<file path="src/rtl/imem_load_ctrl.sv">
// Loads the instruction memory word by word from an external source while holding the core,
// then pulses a core restart. A load that stalls too long parks in an error state.
module imem_load_ctrl #(
    parameter int unsigned ADDR_W  = 8,
    parameter int unsigned TMO_W   = 8,
    parameter int unsigned TMO_MAX = 255
) (
    input  logic              clk,
    input  logic              nrst,
    input  logic              load_start,
    input  logic [ADDR_W:0]   load_len,
    input  logic              exIns_valid,
    input  logic [31:0]       exIns_in,
    output logic              exIns_ren,
    output logic [31:0]       exIns_addr,
    input  logic              core_fetch_en,
    input  logic [31:0]       core_pc,
    output logic [31:0]       core_inst,
    output logic              core_hold,
    output logic              core_restart,
    output logic              imem_en,
    output logic              imem_we,
    output logic [ADDR_W-1:0] imem_addr,
    output logic [31:0]       imem_wdata,
    input  logic [31:0]       imem_rdata,
    output logic              load_busy,
    output logic              load_done,
    output logic              load_err
);

    typedef enum logic [2:0] {StIdle, StReq, StWr, StDone, StErr} stateE;

    stateE             stateQ, stateD;
    logic [ADDR_W:0]   cntQ, cntD;
    logic [ADDR_W:0]   lenQ, lenD;
    logic [TMO_W-1:0]  tmoQ, tmoD;
    logic [31:0]       dataQ, dataD;
    logic              doneQ, doneD;
    logic              errQ, errD;
    logic              renQ, restartQ, busyQ;
    logic [31:0]       addrQ;

    logic unusedPc;
    assign unusedPc = ^{core_pc[31:ADDR_W+2], core_pc[1:0]};

    always_comb begin
        stateD = stateQ;
        cntD   = cntQ;
        lenD   = lenQ;
        tmoD   = tmoQ;
        dataD  = dataQ;
        doneD  = doneQ;
        errD   = errQ;
        unique case (stateQ)
            StIdle, StErr: begin
                if (load_start) begin
                    lenD   = load_len;
                    cntD   = '0;
                    tmoD   = '0;
                    doneD  = 1'b0;
                    errD   = 1'b0;
                    stateD = (load_len == '0) ? StDone : StReq;
                end
            end
            StReq: begin
                if (exIns_valid) begin
                    dataD  = exIns_in;
                    stateD = StWr;
                end else if (tmoQ == TMO_W'(TMO_MAX - 1)) begin
                    stateD = StErr;
                end else begin
                    tmoD = tmoQ + 1'b1;
                end
            end
            StWr: begin
                cntD   = cntQ + 1'b1;
                tmoD   = '0;
                stateD = (cntD == lenQ) ? StDone : StReq;
            end
            StDone:  stateD = StIdle;
            default: stateD = StIdle;
        endcase
        // Flags become visible in the same cycle the terminal state is entered.
        if (stateD == StDone) doneD = 1'b1;
        if (stateD == StErr)  errD  = 1'b1;
    end

    always_ff @(posedge clk) begin
        if (!nrst) begin
            stateQ   <= StIdle;
            cntQ     <= '0;
            lenQ     <= '0;
            tmoQ     <= '0;
            dataQ    <= '0;
            doneQ    <= 1'b0;
            errQ     <= 1'b0;
            renQ     <= 1'b0;
            restartQ <= 1'b0;
            busyQ    <= 1'b0;
            addrQ    <= '0;
        end else begin
            stateQ   <= stateD;
            cntQ     <= cntD;
            lenQ     <= lenD;
            tmoQ     <= tmoD;
            dataQ    <= dataD;
            doneQ    <= doneD;
            errQ     <= errD;
            // Registered outputs are decoded from the next state so they align with it.
            renQ     <= (stateD == StReq);
            restartQ <= (stateD == StDone);
            busyQ    <= (stateD == StReq) || (stateD == StWr);
            if (stateD == StReq) addrQ <= 32'(cntD) << 2;
        end
    end

    assign exIns_ren    = renQ;
    assign exIns_addr   = addrQ;
    assign core_restart = restartQ;
    assign load_busy    = busyQ;
    assign load_done    = doneQ;
    assign load_err     = errQ;
    assign core_inst    = imem_rdata;
    assign imem_wdata   = dataQ;

    always_comb begin
        imem_en   = 1'b0;
        imem_we   = 1'b0;
        imem_addr = cntQ[ADDR_W-1:0];
        core_hold = 1'b1;
        if (stateQ == StIdle) begin
            imem_en   = core_fetch_en;
            imem_addr = core_pc[ADDR_W+1:2];
            core_hold = 1'b0;
        end else if (stateQ == StWr) begin
            imem_en = 1'b1;
            imem_we = 1'b1;
        end
    end

endmodule

</file>
<file path="config.mk">
export PLATFORM = sky130hd
export DESIGN_NAME = imem_load_ctrl
export DESIGN_NICKNAME = d
export VERILOG_FILES = /design/src/rtl/imem_load_ctrl.sv
export SDC_FILE = /design/constraint.sdc
export NUM_CORES = 1
export LEC_CHECK = 0
export ABC_AREA = 1
export CAP_MARGIN = 30
export CORE_MARGIN = 10
export CORE_UTILIZATION = 35
export DETAILED_ROUTE_END_ITERATION = 12
export HOLD_SLACK_MARGIN = 0.03
export MAX_ROUTING_LAYER = met4
export PLACE_DENSITY = 0.8
export SYNTH_ARGS = -nofsm -noshare
export SYNTH_HDL_FRONTEND = slang
export SYNTH_SLANG_ARGS = --single-unit
</file>
<file path="constraint.sdc">
create_clock -name clk -period 1.7 [get_ports clk]
set_clock_uncertainty 0.15 [all_clocks]
set_input_delay 0.255 -clock clk [delete_from_list [all_inputs] [get_ports clk]]
set_output_delay 0.255 -clock clk [all_outputs]
set_load 0.005 [all_outputs]
</file>
== Yosys cells after proc, flatten, opt, wreduce, memory -nomap -nowiden ==
Index checks and enable logic that the tools add are counted.

* $add $sub $neg: 2
* Reductions and logical operators: 14
* Mux-type cells: 21
* Eq/ne operators: 12

{| class="wikitable"
|+ Operator list
! cell !! number
|-
| $mux W8 || 4
|-
| $pmux W8 S3 || 1
|-
| $pmux W9 S2 || 1
|-
| $add A9 B1 Y9 const B || 1
|-
| $eq A3 B2 Y1 const B || 3
|-
| $eq A9 B9 Y1 || 1
|-
| $logic_not A9 Y1 || 1
|-
| $mux W3 || 3
|-
| $mux W9 || 1
|-
| $pmux W3 S3 || 1
|-
| $add A8 B1 Y8 const B || 1
|-
| $eq A8 B8 Y1 const B || 1
|-
| $mux W1 || 8
|-
| $reduce_and A2 Y1 || 4
|-
| $reduce_bool A2 Y1 || 4
|-
| $eq A3 B1 Y1 const B || 2
|-
| $eq A3 B3 Y1 const B || 2
|-
| $ne A2 B2 Y1 const B || 3
|-
| $mux W2 || 2
|-
| $reduce_and A4 Y1 || 1
|-
| $logic_not A3 Y1 || 1
|-
| $reduce_bool A3 Y1 || 1
|-
| $reduce_or A2 Y1 || 1
|-
| $logic_or A1 B1 Y1 || 1
|}

* Bits of input ports: 110
* Flip-flop bits (word level): 75
* Output and inout bits: 112

== Logic depth before layout (Yosys ltp) ==
Gate-level depths: netlist (run 1).

* Word-level depth: 7
* Mapped depth: 15

== Worst setup path after synthesis (run 1) ==
OpenSTA, ideal clock, no wires.

* Path type: reg-to-reg
* Start: register cntQ[1]
* End: register addrQ[5], in the netlist exIns_addr[5]
* Path slack: -0.095 ns
* Clock period less this slack: 1.795 ns
* Cell stages (with the launch flop): 16
* Arrival: 1.536 ns
* Cell sequence: dfxtp_1 ha_1 nand2_1 inv_1 nand2_1 nand3_1 nand2_1 nor2_1 nand2_1 nor2_1 nand2_2 nand3_2 buf_6 nand2_2 inv_2 nor2_1

* Longest elaborated chain between the ends: 5
* Elaborated cells on any way between the ends: 6

{| class="wikitable"
|+ Ends and longest elaborated chain
! element !! RTL line !! RTL
|-
| start: declaration || 34 || <nowiki>logic [ADDR_W:0] cntQ, cntD;</nowiki>
|-
| start signal: assignment || 103 || <nowiki>cntQ <= cntD;</nowiki>
|-
| $add A9 B1 Y9 (*) || 76 || <nowiki>cntD = cntQ + 1'b1;</nowiki>
|-
| $eq A9 B9 Y1 || 78 || <nowiki>stateD = (cntD == lenQ) ? StDone : StReq;</nowiki>
|-
| $mux W2 || 78 ||
|-
| $pmux W3 S3 || 54 || <nowiki>unique case (stateQ)</nowiki>
|-
| $eq A3 B1 Y1 || 113 || <nowiki>if (stateD == StReq) addrQ <= 32'(cntD) << 2;</nowiki>
|-
| end signal: assignment || 113 ||
|-
| end: declaration || 41 || <nowiki>logic [31:0] addrQ;</nowiki>
|}

Mark *: on every way between the ends. The rest lies on a longest branch, timed or not.
A chain may end at the register's enable or synchronous reset.

== Final worst setup path (run 1) ==
* Start: register stateQ[1]
* End: register addrQ[3], in the netlist exIns_addr[3]

* Longest elaborated chain between the ends: 4
* Elaborated cells on any way between the ends: 11

{| class="wikitable"
|+ Ends and longest elaborated chain
! element !! RTL line !! RTL
|-
| start: declaration || 33 || <nowiki>stateE stateQ, stateD;</nowiki>
|-
| start signal: assignment || 90 || <nowiki>stateQ <= StIdle;</nowiki>
|-
| start signal: assignment || 102 || <nowiki>stateQ <= stateD;</nowiki>
|-
| $eq A3 B3 Y1 (tied with other cells) || 54 ||
|-
| $reduce_or A2 Y1 / $mux W3 (equally long branches) || 54, 66 ||
|-
| $pmux W3 S3 || 54 ||
|-
| $eq A3 B1 Y1 || 113 ||
|}

Several ways; a longest one is shown, not always the timed one.

==> qor_table.md, run 1 <==
| Result | Value |
| --- | --- |
| Result of the run | finished with violations |
| Failing checks | setup timing |
| Via count of the first global-routing pass | 3890 |
| Synthesis-stage register bit count | 75 |
| Footprint of the multi-input gates | 2250 um^2 |
| Maximum number of pins on one net before global-route repair | 34 |
| Worst min path class | in2reg |
| Root Driver | sky130_fd_sc_hd__clkbuf_8 |
| CTS tree | done |
| Worst endpoint data arrival time | 2.07 ns |
| Seq/Total Area, Yosys | 0.393 |
| CP Class | reg2reg |
| Period utilization | 1.13 |
| Global-route wire length before repair | 19.1 mm |
| Horizontal die dimension | 124 um |
| Clock edge transition at the registers on the reported setup and hold paths | 0.08 ns |
| Final WL | 12.7 mm |
| Starting utilization of the core area | 0.355 |
| I/O pin total | 222 |
| Area enclosed by the die boundary | 15500 um^2 |
| Avg Synthesized Cell Area | 7.03 um^2 |
| P&R area growth vs syn | 63.6% |
| Post-layout minimum cycle time | 1.93 ns |
| Detailed-router iteration count before antenna repair | 4 |
| Post-route core utilization | 0.581 |
| Die height | 124 um |
| Final Power | 4.51 mW |
| Transition time at the pin with the least slew margin | 0.563 ns |
| Placer congestion estimate | 0.883 |
| VDD IR-drop max | 0.509 mV |
| Biggest fanout along the worst timing path | 6 |
| Antenna violations before repair | 0 |
| Count of mapped cells out of synthesis | 543 |
| Number of inserted diodes | 0 |
| Setup repair after global routing missed its margin | yes |
| Number of port buffers | 110 |
| CTS H-tree lvls | 3 |
| Number of nets in the finished design | 800 |
| Timing-limited maximum frequency | 519 MHz |
| R2r setup slk | -0.23 ns |
| Post-placement setup slack | -0.302 ns |
| Remaining global-route overflow | 0 |
| Ys async rst share | 0 |
| Number of warning messages in the yosys log | 0 |
| Clock insertion delay at the later pin of the skew report | 0.35 ns |
| Post-route ant nets | 0 |
| Total count of hold-check failures in the final report | 0 |
| Top cells by area, synth | sky130_fd_sc_hd__dfxtp_1 (39%), sky130_fd_sc_hd__nor2_1 (11%), sky130_fd_sc_hd__buf_4 (11%) |
| Number of buffers added by the clock tree synthesis step | 9 |
| Max-cap violations | 0 |
| WL per Instance | 15.3 um |
| Setup Viol. Count Final | 62 |
| Overall routing resource usage | 0.154 |
| # fillers | 898 |
| Netlist Area Pre-Place | 3820 um^2 |
| Seq. cell area | 1530 um^2 |
| Clock Sinks | 75 |
| DR iter-0 viols | 204 |
| Most used flip-flop cell after synthesis | sky130_fd_sc_hd__dfxtp_1 |
| Synth unique cells | 35 |
| Via count of the routed design | 3937 |
| Number of enable-type register cells in the synthesized netlist | 0 |
| Final setup slack of the worst path | -0.228 ns |
| Max Transition Viols Final | 0 |
| Capturing element type of the critical path | flip-flop |
| Floorplan Core Area | 10700 um^2 |
| Total DRC errors in the routed layout | 0 |
| Leakage power summed over all cells | 2.82 nW |
| Post-synth top area share | 0.393 |
| Average vias per placed instance | 4.74 |
| DP HPWL | 8.59 mm |
| Required time of the worst setup path | 1.84 ns |
| Ratio of cells with drive above 1 in the final layout | 0.366 |
| Number of buffers on the longest clock path | 2 |
| Number of rows created at floorplan | 38 |
| Post-synthesis cell type with the largest combined area | sky130_fd_sc_hd__dfxtp_1 |
| Critical Path Source Type | flip-flop |
| Cell Pwr Density | 722 nW/um^2 |
| Rel. slew slack | 0.625 |
[cell families after synthesis]
logic type / Yosys count / share of synthesized area
compound gates: 77 / 0.106
buf+inv: 135 / 0.192
other cells: 1 / 0.000982
xor+xnor: 2 / 0.00459
mux: 1 / 0.00295
simple gates: 249 / 0.291
flops: 75 / 0.393
fa+ha+maj: 3 / 0.00983
[per-layer routing]
layer	vias up	track usage	wire length, um
met3	24	0.0685	1200
li1	1941	-	-
met1	1803	0.168	5050
met2	169	0.240	6180
met5	-	-	0
met4	0	0.0624	246
[final cells by class]
| cell class | instances | area share |
|---|---|---|
| multi-input combinational | 357 | 0.360 |
| timing repair buffer | 182 | 0.297 |
| tap | 140 | 0.0280 |
| clock buffer | 13 | 0.0254 |
| sequential | 75 | 0.245 |
| inverter | 62 | 0.0393 |
| clock inverter | 2 | 0.00561 |
[through the flow]
stage	hold WS [ns]	instance area, um^2	std cells	TNS [ns]
final	0.332	6250	831	-8.68
after global routing	0.337	6250	831	-14.25
after CTS	0.314	5720	826	-6.79
after detailed placement	0.319	5160	798	-7.00
after global placement	0.308	5160	798	-6.17
after floorplan	0.240	3920	565	-0.00636
[critical path, cell delays in order (launching register included)]
cell and delay (ns):
sky130_fd_sc_hd__dfxtp_4 0.36, sky130_fd_sc_hd__buf_6 0.12, sky130_fd_sc_hd__buf_6 0.11, sky130_fd_sc_hd__nor3_4 0.22, sky130_fd_sc_hd__buf_6 0.13, sky130_fd_sc_hd__nand3_4 0.14
sky130_fd_sc_hd__nand2_8 0.16, sky130_fd_sc_hd__buf_4 0.12, sky130_fd_sc_hd__nand3_2 0.12, sky130_fd_sc_hd__nand2_2 0.09, sky130_fd_sc_hd__clkinv_1 0.05, sky130_fd_sc_hd__nor2_1 0.08
[report_power, final]
part	leakage (nW)	switching, mW	internal [mW]	total [mW]
Combinational	2.10	0.563	0.622	1.19
Sequential	0.620	0.0755	1.86	1.94
Clock	0.0995	0.639	0.750	1.39
[timing repair]
action	in CTS	in global routing
cloned	6	1
hold endpoints to repair	0	0
hold buffers	0	0
pin swaps	21	72
gates resized for setup	125	156
setup buffers	7	8
setup endpoints to repair	60	79
[state kept, by name (all words and copies together), names as in the netlist]
name / count
exIns_addr: 9
imem_wdata: 32
exIns_ren: 1
load_done: 1
tmoQ: 8
core_restart: 1
load_busy: 1
lenQ: 9
stateQ: 3
load_err: 1
cntQ: 9
[worst paths after layout]
kind / endpoint / start / depth (start not counted)
min reg2reg: lenQ[2]$_SDFFE_PN0P_ / lenQ[2]$_SDFFE_PN0P_ / 2
max reg2reg: exIns_addr[3]$_SDFFE_PN0P_ / stateQ[1]$_SDFF_PN0_ / 11
max: exIns_addr[3]$_SDFFE_PN0P_ / stateQ[1]$_SDFF_PN0_ / 11
min: imem_wdata[6]$_SDFFE_PN0P_ / exIns_in[6] / 3
[cell usage after synthesis, types with 2 or more instances]
cell type                  number
sky130_fd_sc_hd__buf_6          2
sky130_fd_sc_hd__inv_1         48
sky130_fd_sc_hd__clkinv_1       6
sky130_fd_sc_hd__nand3b_1       2
sky130_fd_sc_hd__nor4_1         2
sky130_fd_sc_hd__nand4_1       11
sky130_fd_sc_hd__nand2_2       12
sky130_fd_sc_hd__o22ai_1        4
sky130_fd_sc_hd__nor2_1       116
sky130_fd_sc_hd__inv_2          8
sky130_fd_sc_hd__ha_1           3
sky130_fd_sc_hd__nand3_1       23
sky130_fd_sc_hd__clkbuf_1      13
sky130_fd_sc_hd__buf_2          3
sky130_fd_sc_hd__o21ai_0       47
sky130_fd_sc_hd__nand2_1       68
sky130_fd_sc_hd__dfxtp_1       75
sky130_fd_sc_hd__a21oi_1       20
sky130_fd_sc_hd__o21ai_1        2
sky130_fd_sc_hd__nor2_4         4
sky130_fd_sc_hd__buf_4         55
sky130_fd_sc_hd__nor3_1         6
[cells in the final DEF (no fill, tap or decap), types with 8 or more instances in the layout]
| master | count |
|---|---|
| sky130_fd_sc_hd__nor2_1 | 83 |
| sky130_fd_sc_hd__clkdlybuf4s50_1 | 83 |
| sky130_fd_sc_hd__dfxtp_1 | 63 |
| sky130_fd_sc_hd__nand2_1 | 55 |
| sky130_fd_sc_hd__buf_4 | 48 |
| sky130_fd_sc_hd__inv_1 | 42 |
| sky130_fd_sc_hd__o21ai_2 | 34 |
| sky130_fd_sc_hd__conb_1 | 23 |
| sky130_fd_sc_hd__nor2_4 | 19 |
| sky130_fd_sc_hd__nor2_2 | 19 |
| sky130_fd_sc_hd__nand3_1 | 19 |
| sky130_fd_sc_hd__nand2_2 | 18 |
| sky130_fd_sc_hd__dlymetal6s2s_1 | 15 |
| sky130_fd_sc_hd__buf_6 | 14 |
| sky130_fd_sc_hd__a21oi_2 | 12 |
| sky130_fd_sc_hd__nand4_1 | 11 |
| sky130_fd_sc_hd__o21ai_0 | 11 |
| sky130_fd_sc_hd__clkbuf_8 | 11 |
| sky130_fd_sc_hd__inv_2 | 10 |
| sky130_fd_sc_hd__buf_2 | 10 |
| sky130_fd_sc_hd__a21oi_1 | 8 |
Power figures use the tool's default switching activity.
==> run 2, diff against run 1 <==
CELL_PAD_IN_SITES_DETAIL_PLACEMENT = 1   (was not set)
CELL_PAD_IN_SITES_GLOBAL_PLACEMENT = 2   (was not set)
CORE_UTILIZATION = 17   (was 35)
PLACE_DENSITY = 0.78   (was 0.8)
SLEW_MARGIN = 20   (was not set)
==> qor_table.md, run 2 (synthesized netlist as in run 1, its figures left out) <==
| Result | Value |
| --- | --- |
| Result of the run | finished with violations |
| Failing checks | setup timing |
| Maximum number of pins on one net before global-route repair | 34 |
| Setup TNS after final layout | -7.98 ns |
| Setup repair after global routing missed its margin | yes |
| Critical path's slowest cell | sky130_fd_sc_hd__dfxtp_4 |
| Antenna violations before repair | 1 |
| Leading cell types in the layout, fill and taps excluded | sky130_fd_sc_hd__clkdlybuf4s50_1 (91), sky130_fd_sc_hd__nor2_1 (68), sky130_fd_sc_hd__dfxtp_1 (64) |
| Setup Viol. Count Final | 62 |
| Detailed-router iteration count before antenna repair | 4 |
| VDD IR-drop max | 0.435 mV |
| Clock insertion delay at the later pin of the skew report | 0.35 ns |
| Worst min path class | reg2reg |
| Number of buffers added by the clock tree synthesis step | 9 |
| Die height | 170 um |
| Worst hold path depth | 2 |
| Biggest fanout along the worst timing path | 6 |
| Critical Path Source Type | flip-flop |
| Root Driver | sky130_fd_sc_hd__clkbuf_16 |
| Horizontal die dimension | 170 um |
| CP cell instances | buf_4 -> nand3_2 -> nor2_1 -> nand2_1 -> nand3b_1 -> nand3_2 -> nor2_2 -> nand2_4 -> nand3_4 -> buf_12 -> nand2_2 -> inv_2 -> nor2_1 |
| DP HPWL | 10.9 mm |
| Clock edge transition at the registers on the reported setup and hold paths | 0.07 ns |
| Starting utilization of the core area | 0.174 |
| Ratio of cells with drive above 1 in the final layout | 0.387 |
| Post-layout minimum cycle time | 1.99 ns |
| Area enclosed by the die boundary | 28900 um^2 |
| Placer congestion estimate | 0.815 |
| Timing-limited maximum frequency | 503 MHz |
| Max-cap violations | 0 |
| CTS Hold Bufs | 0 |
| Required time of the worst setup path | 1.79 ns |
| Transition time at the pin with the least slew margin | 0.516 ns |
| Max reg flops | 32 |
| Max Transition Viols Final | 0 |
| Number of port buffers | 110 |
| CTS tree | done |
| CP Class | reg2reg |
| WL per Instance | 15.4 um |
| P&R area growth vs syn | 79.8% |
| Capturing element type of the critical path | flip-flop |
| Rel. slew slack | 0.656 |
| Worst endpoint data arrival time | 2.08 ns |
| Floorplan Core Area | 22000 um^2 |
| Number of nets in the finished design | 814 |
| Number of rows created at floorplan | 54 |
| Leading cell type in the layout, fill and taps excluded | sky130_fd_sc_hd__clkdlybuf4s50_1 |
| Via count of the first global-routing pass | 4232 |
| Average vias per placed instance | 3.96 |
| Cell Pwr Density | 799 nW/um^2 |
| Period utilization | 1.17 |
| Hold WS | 0.318 ns |
| Final setup slack of the worst path | -0.287 ns |
| Leakage power summed over all cells | 2.90 nW |
| Remaining global-route overflow | 0 |
| Post-route ant nets | 0 |
| Overall routing resource usage | 0.108 |
| # fillers | 2577 |
| Final WL | 15.2 mm |
| Total count of hold-check failures in the final report | 0 |
| Worst-case reg-to-reg path depth | 13 |
| Total DRC errors in the routed layout | 0 |
| Number of buffers on the longest clock path | 2 |
| I/O pin total | 222 |
| Max stage delay on crit path | 0.40 ns |
| Final Power | 5.49 mW |
| Clock Sinks | 75 |
| CTS H-tree lvls | 3 |
| Global-route wire length before repair | 23.5 mm |
| Via count of the routed design | 3908 |
| DR iter-0 viols | 116 |
run 2: cell count changes in the layout (fill, tap and decap cells not counted), moves of 9 or more:
cell / change
sky130_fd_sc_hd__nor2_4: +23
sky130_fd_sc_hd__nor2_1: -15
sky130_fd_sc_hd__clkbuf_8: -11
sky130_fd_sc_hd__clkbuf_16: +9
sky130_fd_sc_hd__o21ai_2: -9
run 2: routing by layer:
layer,track usage,up-vias,wire (um)
met2,0.174,104,7410
met1,0.118,1830,6200
met3,0.0463,18,1360
met5,-,-,0
li1,-,1956,-
met4,0.0393,0,211
run 2: power by group:
part / switching, mW / internal (mW)
Sequential: 0.0702 / 1.87
Combinational: 0.632 / 0.703
Clock: 0.789 / 1.43
Total: 1.49 / 4.00
run 2: cell type report:
class | count | area (um^2) | area share
Antenna cell | 1 | 2.50 | 0.000364
Clock inverter | 6 | 105 | 0.0153
Sequential cell | 75 | 1520 | 0.222
Clock buffer | 10 | 229 | 0.0333
Tap cell | 280 | 350 | 0.0510
Multi-Input combinational cell | 356 | 2370 | 0.345
Inverter | 62 | 259 | 0.0377
Timing Repair Buffer | 197 | 2030 | 0.295
run 2: repair_timing:
item / CTS / global route
cloned: 7 / 0
buffers inserted: 19 / 10
setup endpoints to repair: 68 / 78
pin swaps: 52 / 49
resized for setup: 222 / 100
run 2: stage by stage:
stage	instances	utilization	instance area, um^2	setup WS, ns
after floorplan	565	-	3920	-0.00212
after global placement	942	0.244	5360	-0.352
after detailed placement	942	0.244	5360	-0.388
after CTS	982	0.296	6510	-0.302
after global routing	987	0.313	6870	-0.448
final	987	0.313	6870	-0.287
run 2: worst paths after layout:
path	end	slack (ns)	start
min reg2reg	load_err$_SDFFE_PN0P_	0.32	load_err$_SDFFE_PN0P_
max reg2reg	exIns_addr[10]$_SDFFE_PN0P_	-0.29	cntQ[0]$_SDFF_PN0_
max	exIns_addr[10]$_SDFFE_PN0P_	-0.29	cntQ[0]$_SDFF_PN0_
min	load_err$_SDFFE_PN0P_	0.32	load_err$_SDFFE_PN0P_
run 2: critical path: cells and delay by family (launching register included):
| family | cells | cell delay (ns) |
|---|---|---|
| and+or+nand+nor | 10 | 1.02 |
| DFF | 1 | 0.40 |
| buffers and inverters | 3 | 0.30 |
